[config.mk]
export PLATFORM = sky130hd
export DESIGN_NAME = dcache_wb_buffer
export DESIGN_NICKNAME = d
export VERILOG_FILES = /design/src/rtl/dcache_wb_buffer_pkg.sv /design/src/rtl/dcache_wb_buffer.sv
export SDC_FILE = /design/constraint.sdc
export NUM_CORES = 1
export LEC_CHECK = 0
export CAP_MARGIN = 20
export CORE_MARGIN = 2
export CORE_UTILIZATION = 52
export DETAILED_ROUTE_END_ITERATION = 8
export PLACE_DENSITY_LB_ADDON = 0.1
export REMOVE_ABC_BUFFERS = 1
export SLEW_MARGIN = 25
export SYNTH_ARGS = -nofsm -noshare
export SYNTH_HDL_FRONTEND = slang
export SYNTH_SLANG_ARGS = --single-unit
[constraint.sdc]
create_clock -name clk -period 6.6 [get_ports clk]
set_clock_uncertainty 0.05 [all_clocks]
set_input_delay 1.98 -clock clk [delete_from_list [all_inputs] [get_ports clk]]
set_output_delay 1.98 -clock clk [all_outputs]
set_load 0.01 [all_outputs]
[src/rtl/dcache_wb_buffer_pkg.sv]
// Shared data-cache definitions: line geometry, AXI burst constants,
// write-back FSM states and the line word-select helper.
package dcache_wb_buffer_pkg;

  localparam int DC_LINE_WORDS = 8;
  localparam int DC_OFFSET_W = $clog2(DC_LINE_WORDS * 4);
  localparam int DC_MAX_WORDS = 16;
  localparam int DC_PAD_W = 32 * DC_MAX_WORDS;

  localparam logic [1:0] BURST_INCR = 2'b01;
  localparam logic [2:0] SIZE_4B = 3'b010;

  typedef enum logic [1:0] {
    WB_IDLE,
    WB_AW,
    WB_W,
    WB_B
  } wb_state_e;

  function automatic logic [31:0] word_sel(
    input logic [DC_PAD_W-1:0] line,
    input logic [3:0] idx
  );
    return line[{idx, 5'd0} +: 32];
  endfunction

endpackage

[src/rtl/dcache_wb_buffer.sv]
// Single-entry victim buffer: takes one dirty line, drains it as one
// AXI INCR burst, and lets the cache forward reads from it meanwhile.
module dcache_wb_buffer
  import dcache_wb_buffer_pkg::*;
#(
  parameter int LINE_WORDS = DC_LINE_WORDS
) (
  input  logic                    clk,
  input  logic                    resetn,
  input  logic                    push_valid,
  output logic                    push_ready,
  input  logic [31:0]             push_addr,
  input  logic [32*LINE_WORDS-1:0] push_data,
  input  logic [31:0]             query_addr,
  output logic                    query_hit,
  output logic [31:0]             query_rdata,
  output logic                    wb_empty,
  output logic [31:0]             d_awaddr,
  output logic [7:0]              d_awlen,
  output logic [1:0]              d_awburst,
  output logic [2:0]              d_awsize,
  output logic                    d_awvalid,
  input  logic                    d_awready,
  output logic [31:0]             d_wdata,
  output logic [3:0]              d_wstrb,
  output logic                    d_wlast,
  output logic                    d_wvalid,
  input  logic                    d_wready,
  input  logic                    d_bvalid,
  output logic                    d_bready
);

  localparam int OFFSET_W = $clog2(LINE_WORDS * 4);
  localparam int CNT_W = $clog2(LINE_WORDS);
  localparam logic [CNT_W-1:0] LAST = CNT_W'(LINE_WORDS - 1);

  wb_state_e state_q, state_d;
  logic [31:0] addr_q, addr_d;
  logic [32*LINE_WORDS-1:0] data_q, data_d;
  logic [CNT_W-1:0] cnt_q, cnt_d;

  logic [DC_PAD_W-1:0] line_pad;
  logic [CNT_W-1:0] q_idx;
  logic busy;
  logic unused_bits;

  always_ff @(posedge clk or negedge resetn) begin
    if (!resetn) begin
      state_q <= WB_IDLE;
      addr_q  <= '0;
      data_q  <= '0;
      cnt_q   <= '0;
    end else begin
      state_q <= state_d;
      addr_q  <= addr_d;
      data_q  <= data_d;
      cnt_q   <= cnt_d;
    end
  end

  always_comb begin
    state_d = state_q;
    addr_d  = addr_q;
    data_d  = data_q;
    cnt_d   = cnt_q;
    unique case (state_q)
      WB_IDLE: begin
        if (push_valid) begin
          addr_d  = {push_addr[31:OFFSET_W], {OFFSET_W{1'b0}}};
          data_d  = push_data;
          state_d = WB_AW;
        end
      end
      WB_AW: begin
        if (d_awready) begin
          cnt_d   = '0;
          state_d = WB_W;
        end
      end
      WB_W: begin
        if (d_wready) begin
          if (cnt_q == LAST) begin
            cnt_d   = '0;
            state_d = WB_B;
          end else begin
            cnt_d = cnt_q + 1'b1;
          end
        end
      end
      WB_B: begin
        if (d_bvalid) state_d = WB_IDLE;
      end
      default: state_d = WB_IDLE;
    endcase
  end

  assign busy       = (state_q != WB_IDLE);
  assign push_ready = !busy;
  assign wb_empty   = !busy;

  assign d_awaddr  = addr_q;
  assign d_awlen   = 8'(LINE_WORDS - 1);
  assign d_awburst = BURST_INCR;
  assign d_awsize  = SIZE_4B;
  assign d_awvalid = (state_q == WB_AW);

  assign line_pad = DC_PAD_W'(data_q);
  assign d_wdata  = word_sel(line_pad, 4'(cnt_q));
  assign d_wstrb  = 4'hf;
  assign d_wvalid = (state_q == WB_W);
  assign d_wlast  = d_wvalid && (cnt_q == LAST);
  assign d_bready = (state_q == WB_B);

  // Forwarding stays live until the response retires the line.
  assign q_idx = query_addr[OFFSET_W-1:2];
  assign query_hit = busy &&
    (query_addr[31:OFFSET_W] == addr_q[31:OFFSET_W]);
  assign query_rdata = query_hit ?
    word_sel(line_pad, 4'(q_idx)) : 32'h0;

  assign unused_bits = ^{push_addr[OFFSET_W-1:0], query_addr[1:0]};

endmodule

# [Yosys cells after proc, flatten, opt, wreduce, memory -nomap -nowiden]
# Cells that the tools add are included.
[totals] regBits=288 word_cells=37 latchBits=0 out_inout_bits=120 mem_bits_rw=0 memories=0 inputBits=326 mem_bits_ro=0
[op_classes] bitwise=0 n_shift=2 muxes=11 n_mul=0 addsub=1 n_eq_ne=10 n_reduce_logical=9 div=0 order_cmp=0
[ops] cell="512-bit by 9-bit variable part select with 32-bit output" n=2
[ops] cell="32-bit 2-to-1 mux" n=1
[ops] cell="27-bit == test" n=1
[ops] cell="2-bit 2-to-1 mux" n=5
[ops] cell="3-bit 2-to-1 mux" n=3
[ops] cell="2-bit one-hot mux with 4 select lines" n=1
[ops] cell="2-bit by 1-bit != test with 1-bit output, second input constant" n=3
[ops] cell="3-bit one-hot mux with 2 select lines" n=1
[ops] cell="5-bit AND reduction" n=1
[ops] cell="2-bit == test, second input constant" n=2
[ops] cell="2-bit != test, second input constant" n=2
[ops] cell="2-bit nonzero test" n=2
[ops] cell="3-bit by 1-bit adder with 3-bit output, second input constant" n=1
[ops] cell="3-bit == test, second input constant" n=1
[ops] cell="3-bit AND reduction" n=1
[ops] cell="2-bit by 1-bit == test with 1-bit output, second input constant" n=1
[ops] cell="1-bit logical AND" n=2
[ops] cell="2-bit logical NOT" n=1
[ops] cell="2-bit AND reduction" n=1
[ops] cell="1-bit logical NOT" n=1

# [Logic depth before layout (Yosys ltp)]
[logic_depth] word_depth=4 mapped_depth=6 depth_no_buf=6

# [Least setup slack after synthesis]
# Ideal clock, no wire load.
[synth_timing] path_type="input port to output port" start="input query_addr[3]" end="output query_rdata[10]" required_time_ns=4.570 n_path_buf=2 setup_slack_ns=1.403 path_stages=5 arrival_ns=3.167 path_cell_list="buf_2 buf_4 mux4_2 mux2i_1 nor3_2"
[synth_via] elab_chain_cells=2
[synth_rtl] item="from (decl)" line_no="dcache_wb_buffer.sv:14" text="input logic [31:0] query_addr,"
[synth_rtl] item="512-bit by 9-bit variable part select with 32-bit output" line_no="dcache_wb_buffer_pkg.sv:24" text="return line[{idx, 5'd0} +: 32];"
[synth_rtl] item="32-bit 2-to-1 mux" line_no="dcache_wb_buffer.sv:118" text="assign query_rdata = query_hit ?"
[synth_rtl] item="to (decl)" line_no="dcache_wb_buffer.sv:16" text="output logic [31:0] query_rdata,"
# Every way passes these cells.

# [Worst setup path in the final report]
[layout_timing] start="input query_addr[25]" end="output query_rdata[0]"
[layout_via] elab_chain_cells=3
[layout_rtl] item="27-bit == test" line_no="dcache_wb_buffer.sv:117" text="(query_addr[31:OFFSET_W] == addr_q[31:OFFSET_W]);"
[layout_rtl] item="1-bit logical AND" line_no="dcache_wb_buffer.sv:116" text="assign query_hit = busy &&"
[layout_rtl] item="32-bit 2-to-1 mux" line_no="dcache_wb_buffer.sv:118"
# Every way passes these cells.

==> impl_metrics.env <==
export IMPL_status="finished, final reports clean"
export IMPL_critPathSlowestCell="clkdlybuf4s50_1"
export IMPL_path_common_cell="clkdlybuf4s50_1"
export IMPL_via_per_inst=5.66
export IMPL_path_cells="clkdlybuf4s50_1 > xor2_1 > nor4_1 > nand4_1 > buf_12 > nor3_1 > clkdlybuf4s50_1"
export IMPL_grt_max_degree=126
export IMPL_cp_end_kind="output port"
export IMPL_p_per_area_mw_per_mm2=427
export IMPL_port_buffers=416
export IMPL_min_period_over_period=0.950
export IMPL_power_leakage_nw=8.46
export IMPL_antenna_found_initial=8
export IMPL_area_growth_pct=36.0
export IMPL_final_seq_area_sq_mm=0.00722
export IMPL_worst_slew_margin_rel=0.385
export IMPL_grt_pass1_wl_um=62600
export IMPL_ir_drop_v=0.000280
export IMPL_die_w_um=177
export IMPL_grt_usage=0.264
export IMPL_crit_type="primary input to output port"
export IMPL_die_area_sq_mm=0.0313
export IMPL_slowest_delay_ps=600
export IMPL_num_rows=63
export IMPL_placedInstanceArea_sq_mm=0.0199
export IMPL_drv_cap=0
export IMPL_final_nets=1694
export IMPL_arrival_ps=4240
export IMPL_tightest_slew_ps=922
export IMPL_cp_data_required_time_ps=4570
export IMPL_ys_seq_area_frac=0.464
export IMPL_first_global_vias=10800
export IMPL_hold_buffers=0
export IMPL_numCtsBuffers=35
export IMPL_drt_iter0_drc=558
export IMPL_layout_drive_gt1_share=0.186
export IMPL_netlist_instances=965
export IMPL_clk_latency_ps=510
export IMPL_worstHoldPathType="flop to flop"
export IMPL_clockRootBuffer="clkbuf_16"
export IMPL_cp_start_kind="primary input"
export IMPL_hold_violations=0
export IMPL_wire_per_inst_um=22.9
export IMPL_netlist_area_sq_mm=0.0155
export IMPL_wirelength_um=40800
export IMPL_crit_fanout=33
export IMPL_cts_sinks=288
export IMPL_hpwl_um=28300
export IMPL_drc=0
export IMPL_rsz0062_at_grt="false"
export IMPL_initial_utilization=0.526
export IMPL_multiInputGateArea_sq_mm=0.00779
export IMPL_ys_types=36
export IMPL_clockBufferDepth=3
export IMPL_cts_clk_slew_worst_paths_ps=60
export IMPL_synth_edf_count=0
export IMPL_design_area_sq_mm=0.0211
export IMPL_synthFlopType="dfrtp_1"
export IMPL_cts_resized=0
export IMPL_setup_viol=0
export IMPL_postCtsSetupRepairBufs=0
export IMPL_ys_ff_latch=288
export IMPL_dr_total_vias=10100
export IMPL_gp_congestion=0.823
export IMPL_final_antenna_net_count=0
export IMPL_worst_path_buf_inv=3
export IMPL_ys_async_sr_fraction=1.00
export IMPL_first_pass_iters=4
export IMPL_holdWs_ps=459
export IMPL_ys_warn_count=0
export IMPL_cts_tree="done"
export IMPL_core_area_sq_mm=0.0296
export IMPL_fmax_ghz=0.160
export IMPL_finalCriticalPeriod_ps=6270
export IMPL_slew_viol_final=0
export IMPL_htreeDepth=2
export IMPL_grt_overflow=0
export IMPL_die_y_um=177
export IMPL_fillCellCount=2010
export IMPL_path_delay_family="buffers and inverters"
export IMPL_postSynthAreaPerCell_sq_um=16.1
export IMPL_io_pins=446
## final timing paths
| kind | from | end | slack (ps) | depth (start not counted) |
|---|---|---|---|---|
| min reg2reg | data_q[156]$_DFFE_PN0P_ | data_q[156]$_DFFE_PN0P_ | 460 | 1 |
| max in group asynchronous | resetn | data_q[237]$_DFFE_PN0P_ | 3770 | 3 |
| min | data_q[156]$_DFFE_PN0P_ | data_q[156]$_DFFE_PN0P_ | 460 | 1 |
| max | query_addr[25] | query_rdata[0] | 330 | 7 |
| min in group asynchronous | resetn | data_q[82]$_DFFE_PN0P_ | 1330 | 1 |
| max reg2reg | state_q[0]$_DFFE_PN0P_ | data_q[120]$_DFFE_PN0P_ | 4040 | 5 |
## state kept, by name, summed over array words and instances, names as in the netlist
name	count
cnt_q	3
d_awaddr	27
state_q	2
data_q	256
## kinds of logic after synthesis
kind of cell,Yosys count,synth area share
XOR/XNOR,27,0.0152
AO/OA/AOI/OAI,11,0.00451
other,2,0.000483
multiplexers,476,0.444
adder cells (fa/ha/maj),6,0.00483
AND/OR/NAND/NOR,53,0.0268
buffers and inverters,102,0.0401
flip-flops,288,0.464
## layout by cell type, fill, tap and decap left out, drive strengths merged, types with 2 or more instances in the layout
cell           count
mux2i             32
nor3              32
ha                 6
clkinv             5
a31oi              2
xor2              27
clkdlybuf4s50    412
clkbuf            54
buf               25
mux4             128
nand2              5
nor2               2
nor2b              2
o21ai              5
inv                4
nand3              2
nor4               7
dfrtp            288
conb              22
diode              7
mux2             316
## synth_stat cells, types with 3 or more instances
cell type  instances  share of area
dfrtp_1          288           0.46
ha_1               6         0.0048
buf_4             30          0.014
inv_1              4        0.00097
buf_12             4         0.0052
mux4_2           116           0.17
mux4_1            12          0.020
mux2i_1           32          0.021
clkbuf_1          18         0.0043
nor4_1             7         0.0028
xor2_1            27          0.015
mux2_4            25          0.024
mux2_1           284           0.21
buf_2             41          0.013
nor3_1             3        0.00097
mux2_2             7         0.0051
nand2_1            5         0.0012
nor3_2            29          0.019
o21ai_1            3        0.00097
## power by group
| part | switching [mW] | leakage (nW) | internal (mW) |
|---|---|---|---|
| registers | 0.771 | 3.41 | 2.69 |
| clock network | 0.727 | 0.560 | 1.16 |
| logic | 1.28 | 4.49 | 2.40 |
| total | 2.77 | 8.46 | 6.24 |
## cell type report
| class | count | area share |
|---|---|---|
| Multi-Input combinational cell | 595 | 0.369 |
| Sequential cell | 288 | 0.341 |
| Timing Repair Buffer | 437 | 0.211 |
| Clock buffer | 54 | 0.0511 |
| Tap cell | 390 | 0.0231 |
| Clock inverter | 5 | 0.00237 |
| Inverter | 5 | 0.000888 |
| Antenna cell | 7 | 0.000829 |
## through the flow
| step | setup TNS, ps | power, mW | std cells | util | setup WS [ps] |
|---|---|---|---|---|---|
| final | 0 | 9.02 | 1781 | 0.715 | 332 |
| after global routing | 0 | 9.56 | 1781 | 0.715 | 155 |
| after CTS | 0 | 9.10 | 1772 | 0.712 | 300 |
| after detailed placement | 0 | 7.17 | 1713 | 0.674 | 302 |
| after global placement | 0 | 7.03 | 1713 | 0.674 | 329 |
| after floorplan | -679120 | 5.85 | 888 | - | -2400 |
## routing by layer
layer	routed length, um	vias up	part of all wire	GRT usage
li1	-	4463	-	-
met1	15900	5209	0.39	0.329
met2	20700	356	0.51	0.449
met3	3210	58	0.079	0.0707
met4	971	0	0.024	0.0833
met5	0	-	0	0
Note: power is estimated with default switching activity, not from simulation.
